`src/rtl/ttt_pkg.sv`:
```
// Shared types and cell-index helpers for the tic-tac-toe move driver.
// Cells hold 3 when empty, otherwise the id (0/1) of the player who took them.
package ttt_pkg;

    typedef logic [1:0] cell_t;

    localparam cell_t CELL_EMPTY  = 2'd3;
    localparam cell_t PLAYER_NONE = 2'd3;

    // Indexed board[y][x]
    typedef logic [2:0][2:0][1:0] board_t;

    typedef enum logic [2:0] {IDLE, WAIT_H, SCAN, ISSUE, DONE} state_t;

    function automatic logic [1:0] idx2x(input logic [3:0] idx);
        return 2'(idx % 4'd3);
    endfunction

    function automatic logic [1:0] idx2y(input logic [3:0] idx);
        return 2'(idx / 4'd3);
    endfunction

    function automatic logic [3:0] idx_next(input logic [3:0] idx);
        return (idx >= 4'd8) ? 4'd0 : idx + 4'd1;
    endfunction

endpackage

```
`src/rtl/ttt_cell_scanner.sv`:
```
// Walks the board one cell per cycle looking for an empty cell for the CPU move.
// The index wraps 8 -> 0 and is reloaded with SCAN_START on every restart pulse.
module ttt_cell_scanner
    import ttt_pkg::*;
#(
    parameter int SCAN_START = 4
) (
    input  logic       clk,
    input  logic       reset,
    input  logic       restart,
    input  logic       advance,
    input  board_t     board,
    output logic       found,
    output logic [3:0] idx
);

    logic [3:0] idx_q;
    logic [3:0] idx_d;

    assign found = (board[idx2y(idx_q)][idx2x(idx_q)] == CELL_EMPTY);
    assign idx   = idx_q;

    always_comb begin
        idx_d = idx_q;
        if (restart) begin
            idx_d = 4'(SCAN_START);
        end else if (advance && !found) begin
            idx_d = idx_next(idx_q);
        end
    end

    always_ff @(posedge clk) begin
        if (reset) begin
            idx_q <= 4'(SCAN_START);
        end else begin
            idx_q <= idx_d;
        end
    end

endmodule

```
`src/rtl/ttt_move_driver.sv`:
```
// Issues legal, strictly alternating moves to the game engine from a human
// handshake and a CPU board scan, tracking its own shadow copy of the board.
module ttt_move_driver
    import ttt_pkg::*;
#(
    parameter int HUMAN_PLAYER = 0,
    parameter int FIRST_PLAYER = 0,
    parameter int SCAN_START   = 4
) (
    input  logic       clk,
    input  logic       reset,
    input  logic       start,
    input  logic       stop_game,
    input  logic       move_valid,
    input  logic [1:0] move_x,
    input  logic [1:0] move_y,
    output logic       move_ready,
    output logic       move_err,
    output logic       enable,
    output logic [1:0] data_out_x,
    output logic [1:0] data_out_y,
    output logic [1:0] player_out,
    output logic       busy,
    output logic       board_full,
    output logic [3:0] move_count
);

    localparam logic HUMAN = 1'(HUMAN_PLAYER);
    localparam logic FIRST = 1'(FIRST_PLAYER);
    localparam state_t START_STATE = (FIRST == HUMAN) ? WAIT_H : SCAN;

    state_t     state_q, state_d;
    board_t     board_q, board_d;
    logic [3:0] count_q, count_d;
    logic       turn_q, turn_d;
    logic [1:0] mv_x_q, mv_x_d, mv_y_q, mv_y_d;
    logic [1:0] out_x_q, out_x_d, out_y_q, out_y_d;
    cell_t      player_q, player_d;
    logic       err_q, err_d;

    logic       in_range, legal;
    logic [1:0] hx, hy;
    logic       scan_found, scan_restart;
    logic [3:0] scan_idx;

    // Clamp the index so an out-of-range offer never reads outside the board
    assign in_range = (move_x < 2'd3) && (move_y < 2'd3);
    assign hx       = in_range ? move_x : 2'd0;
    assign hy       = in_range ? move_y : 2'd0;
    assign legal    = in_range && (board_q[hy][hx] == CELL_EMPTY);

    assign scan_restart = (state_d == SCAN) && (state_q != SCAN);

    ttt_cell_scanner #(.SCAN_START(SCAN_START)) u_scanner (
        .clk     (clk),
        .reset   (reset),
        .restart (scan_restart),
        .advance (state_q == SCAN),
        .board   (board_q),
        .found   (scan_found),
        .idx     (scan_idx)
    );

    always_comb begin
        state_d  = state_q;
        board_d  = board_q;
        count_d  = count_q;
        turn_d   = turn_q;
        mv_x_d   = mv_x_q;
        mv_y_d   = mv_y_q;
        out_x_d  = out_x_q;
        out_y_d  = out_y_q;
        player_d = player_q;
        err_d    = 1'b0;
        case (state_q)
            IDLE, DONE: begin
                if (start) begin
                    board_d = {9{CELL_EMPTY}};
                    count_d = 4'd0;
                    turn_d  = FIRST;
                    state_d = START_STATE;
                end
            end
            WAIT_H: begin
                if (stop_game) begin
                    state_d = DONE;
                end else if (move_valid) begin
                    if (legal) begin
                        mv_x_d  = move_x;
                        mv_y_d  = move_y;
                        state_d = ISSUE;
                    end else begin
                        err_d = 1'b1;
                    end
                end
            end
            SCAN: begin
                if (stop_game) begin
                    state_d = DONE;
                end else if (scan_found) begin
                    mv_x_d  = idx2x(scan_idx);
                    mv_y_d  = idx2y(scan_idx);
                    state_d = ISSUE;
                end
            end
            ISSUE: begin
                if (stop_game) begin
                    state_d = DONE;
                end else begin
                    board_d[mv_y_q][mv_x_q] = {1'b0, turn_q};
                    count_d  = count_q + 4'd1;
                    turn_d   = ~turn_q;
                    out_x_d  = mv_x_q;
                    out_y_d  = mv_y_q;
                    player_d = {1'b0, turn_q};
                    if (count_q == 4'd8) begin
                        state_d = DONE;
                    end else begin
                        state_d = (~turn_q == HUMAN) ? WAIT_H : SCAN;
                    end
                end
            end
            default: state_d = IDLE;
        endcase
    end

    always_ff @(posedge clk) begin
        if (reset) begin
            state_q  <= IDLE;
            board_q  <= {9{CELL_EMPTY}};
            count_q  <= 4'd0;
            turn_q   <= FIRST;
            mv_x_q   <= 2'd0;
            mv_y_q   <= 2'd0;
            out_x_q  <= 2'd0;
            out_y_q  <= 2'd0;
            player_q <= PLAYER_NONE;
            err_q    <= 1'b0;
        end else begin
            state_q  <= state_d;
            board_q  <= board_d;
            count_q  <= count_d;
            turn_q   <= turn_d;
            mv_x_q   <= mv_x_d;
            mv_y_q   <= mv_y_d;
            out_x_q  <= out_x_d;
            out_y_q  <= out_y_d;
            player_q <= player_d;
            err_q    <= err_d;
        end
    end

    // A stop arriving during ISSUE suppresses the pulse in the same cycle
    assign enable     = (state_q == ISSUE) && !stop_game;
    assign data_out_x = enable ? mv_x_q : out_x_q;
    assign data_out_y = enable ? mv_y_q : out_y_q;
    assign player_out = enable ? {1'b0, turn_q} : player_q;
    assign move_ready = (state_q == WAIT_H);
    assign move_err   = err_q;
    assign busy       = (state_q == WAIT_H) || (state_q == SCAN) || (state_q == ISSUE);
    assign board_full = (state_q == DONE) && (count_q == 4'd9);
    assign move_count = count_q;

endmodule

```
`config.mk`:
```
export PLATFORM = sky130hd
export DESIGN_NAME = ttt_move_driver
export DESIGN_NICKNAME = d
export VERILOG_FILES = /design/src/rtl/ttt_pkg.sv /design/src/rtl/ttt_cell_scanner.sv /design/src/rtl/ttt_move_driver.sv
export SDC_FILE = /design/constraint.sdc
export NUM_CORES = 1
export LEC_CHECK = 0
export CORE_UTILIZATION = 45
export CTS_CLUSTER_SIZE = 8
export DETAILED_ROUTE_END_ITERATION = 10
export PLACE_DENSITY = 0.65
export SYNTH_ARGS = -nofsm -noshare
export SYNTH_HDL_FRONTEND = slang
export SYNTH_HIERARCHICAL = 1
export SYNTH_SLANG_ARGS = --single-unit
```
`constraint.sdc`:
```
create_clock -name clk -period 4.1 [get_ports clk]
set_clock_uncertainty 0.2 [all_clocks]
set_input_delay 0.82 -clock clk [delete_from_list [all_inputs] [get_ports clk]]
set_output_delay 0.82 -clock clk [all_outputs]
set_load 0.01 [all_outputs]
```
==> run_results.csv <==
group,metric,value,unit
global_routing,grt_pass1_vias,2041,
global_routing,grt_pass1_wl,10.1,mm
worst_hold_path,hold_path_class,"reg2reg",
logic_synthesis,yosysMostFrequentCell,"nand2_1",
route,vias,2191,
global_routing,antenna_found_initial,0,
setup_path,cp.arrival,3.74,ns
global_routing,grt_use_total,21.7,%
timing,relSlewSlack,65.1,%
route,drt-total-wl,5.96,mm
floorplan,row_count,26,
clock_tree,clk_latency,0.29,ns
final_layout,antennaDiodeCount,0,
timing,setup_tns,0,ns
setup_path,worstSetupEndpointType,"flop",
global_routing,grt.overflow.total,0,
clock_tree,cts.reportedPaths.clkPinSlew,0.09,ns
logic_synthesis,yosysWarnings,6,
logic_synthesis,synthesis.nets,331,
logic_synthesis,yosys.area.top_type,"dfxtp_1",
power_and_ir_drop,pwr_density_cell,297,nW/um2
timing,slew_violations,0,
clock_tree,clock_path_buffers,2,
run_status,outcome,"finished clean",
clock_tree,postCtsSetupBuffers,0,
global_routing,grt_start_max_net_pins,19,
route,drt_iter0_markers,127,
logic_synthesis,seq_area_frac_synth,32.6,%
route,routedWlPerCell,14.8,um
timing,finalSetupViolCount,0,
setup_path,crit_chain,"nand2b_1, inv_1, ha_1, inv_1, ha_1, o21ai_2, xnor2_1, ha_1, nor2_1, nand3_1, a311oi_2, or2_2, nand3b_1, a211oi_2, and4bb_1, a211oi_1, a311oi_2",
logic_synthesis,synth.top_cell.area_share,32.6,%
clock_tree,ctsHoldBuffers,0,
logic_synthesis,synth-seq-cells,41,
logic_synthesis,synth_cell_types,59,
route,drc,0,
floorplan,ioPinCount,24,
timing,grt_setup_unrepaired,"no",
setup_path,cp_slowest_cell,"dfxtp_1",
clock_tree,root_buffer,"clkbuf_8",
setup_path,worstPathMaxFanout,11,
route,ant_nets,0,
timing,layout_min_cycle_time,3.73,ns
route,dr.pass1.iters,4,
setup_path,crit_family,"simple AND/OR/NAND/NOR gates",
placement,hpwlAfterDp,4.43,mm
clock_tree,htreeDepth,2,
logic_synthesis,syn_area_per_cell,8.12,um2
floorplan,die_y,76.8,um
logic_synthesis,synthTopCellsByCount,"64 x nand2_1, 41 x dfxtp_1, 29 x nor2_1",
setup_path,cp-start-kind,"flop",
setup_path,crit_type,"reg2reg",
placement,place_congestion,0.829,
floorplan,core_area,5240,um2
floorplan,dieWidth,76.8,um
floorplan,die-area,5900,um2
clock_tree,cts_buffers,5,
power_and_ir_drop,p_leak,1.22,nW
final_layout,finalNetCount,354,
setup_path,critPathMaxStageDelay,0.51,ns
final_layout,syn2layout_area_growth,15.6,%
job,maxCapViolCount,0,
timing,clock.fmax,0.268,GHz
clock_tree,cts.sink_count,41,
timing,final_hold_viol_count,0,
route,viasPerCell,5.42,
logic_synthesis,synth_edf_count,0,
floorplan,start_util,48.1,%
setup_path,worstPathRequired,4.11,ns
clock_tree,cts_resized,0,
logic_synthesis,synth_area,2520,um2
clock_tree,cts_tree,"done",
logic_synthesis,yosys_most_used_dff,"dfxtp_1",
power_and_ir_drop,power,0.000864,W
logic_synthesis,syn_inst,310,
logic_synthesis,async_flop_share,0,%
power_and_ir_drop,ir_worst_vdd,0.000188,V
setup_path,cp_common_cell,"ha_1",
final_layout,nFillCells,518,
timing,tightestPinTransition,0.522,ns
placement,io_buffer_count,23,
timing,period_share,91.0,%
logic_synthesis,ys_top_cells_by_area,"dfxtp_1 33%, nand2_1 9.5%, ha_1 6.0%, nor2_1 4.3%, mux2i_1 4.0%",
setup_path,worst-path-buf-inv,2,
final_layout,drive_above_1_share,11.7,%
## layout make-up
class | count | area [um2] | share of cell area (%)
Sequential cell | 41 | 821 | 28.2
Tap cell | 70 | 87.6 | 3.01
Multi-Input combinational cell | 242 | 1560 | 53.8
Clock inverter | 2 | 38.8 | 1.33
Inverter | 16 | 65.1 | 2.24
Timing Repair Buffer | 27 | 260 | 8.95
Clock buffer | 6 | 72.6 | 2.49
## metrics by stage
step	instances	utilization (%)	hold WS [ns]	worst slack (ns)	cell area (um2)
2_1_floorplan	310	-	0.231	0.734	2520
3_3_place_gp	396	53.3	0.245	0.439	2790
3_5_place_dp	396	53.3	0.249	0.350	2790
4_1_cts	404	55.4	0.261	0.307	2900
5_1_grt	404	55.5	0.300	0.0618	2910
6_report	404	55.5	0.261	0.371	2910
## cell usage in the layout (no fill, tap or decap), types with 2 or more instances in the layout
cell type        instances
a211o_1                  4
a211oi_1                 3
a21boi_1                 2
a21o_1                   2
a21oi_1                 13
a21oi_2                  2
a221o_1                  2
a311oi_2                 2
a31oi_1                  2
and2_1                   4
and3_1                   3
buf_4                    4
clkbuf_8                 5
clkdlybuf4s50_1         23
clkinv_4                 2
dfxtp_1                 41
ha_1                    12
inv_1                   14
mux2i_1                 10
nand2_1                 64
nand2b_1                 8
nand3_1                 11
nand3b_1                 4
nand4_1                  5
nand4bb_1                2
nor2_1                  29
nor2b_1                  3
nor3_1                   5
o211ai_1                 7
o21ai_0                  4
o21ai_2                  6
or2_2                    6
xnor2_1                  2
xor2_1                   2
## where the power goes
| group | internal [W] | switching [W] |
|---|---|---|
| clock network | 0.000183 | 0.000150 |
| registers | 0.000410 | 0.0000156 |
| logic | 0.0000471 | 0.0000579 |
## metal layers
layer	vias up	share of wire (%)	GRT usage, %
met5	-	0	0
met4	0	0.97	5.77
met3	6	3.5	4.88
met2	34	45	33.7
met1	1024	51	29.9
li1	1127	-	-
## flip-flops by register name (all words and copies together) (netlist names)
register and flops:
mv_x_q 2, player_q 2, state_q 3, move_err 1
board_q 18, out_x_q 2, mv_y_q 2, move_count 4
turn_q 1, out_y_q 2, u_scanner/idx 4
## worst paths after layout
kind / start / to / slack (ns) / cells after the start
setup reg to reg: u_scanner/idx[3] / mv_x_q[1] / 0.37 / 17
hold reg to reg: board_q[9] / board_q[9] / 0.26 / 2
hold / removal: board_q[9] / board_q[9] / 0.26 / 2
setup / recovery: u_scanner/idx[3] / mv_x_q[1] / 0.37 / 17
## worst register-to-register path, cell delays in order (launching register included)
cell and delay, ns:
dfxtp_1 0.51, nand2b_1 0.22, inv_1 0.08, ha_1 0.18, inv_1 0.05, ha_1 0.21
o21ai_2 0.11, xnor2_1 0.14, ha_1 0.30, nor2_1 0.11, nand3_1 0.10, a311oi_2 0.29
or2_2 0.18, nand3b_1 0.09, a211oi_2 0.25, and4bb_1 0.29, a211oi_1 0.10, a311oi_2 0.24
## cells by family after synthesis
kind of cell / count (synthesis) / synth area share [%]
DFF: 41 / 32.6
buffers and inverters: 27 / 5.52
and+or+nand+nor: 156 / 31.8
adders and majority gates: 12 / 5.96
AOI/OAI and AO/OA: 59 / 17.9
xor gates and xnor gates: 4 / 1.39
muxes: 11 / 4.87
(Power assumes the default switching activity.)
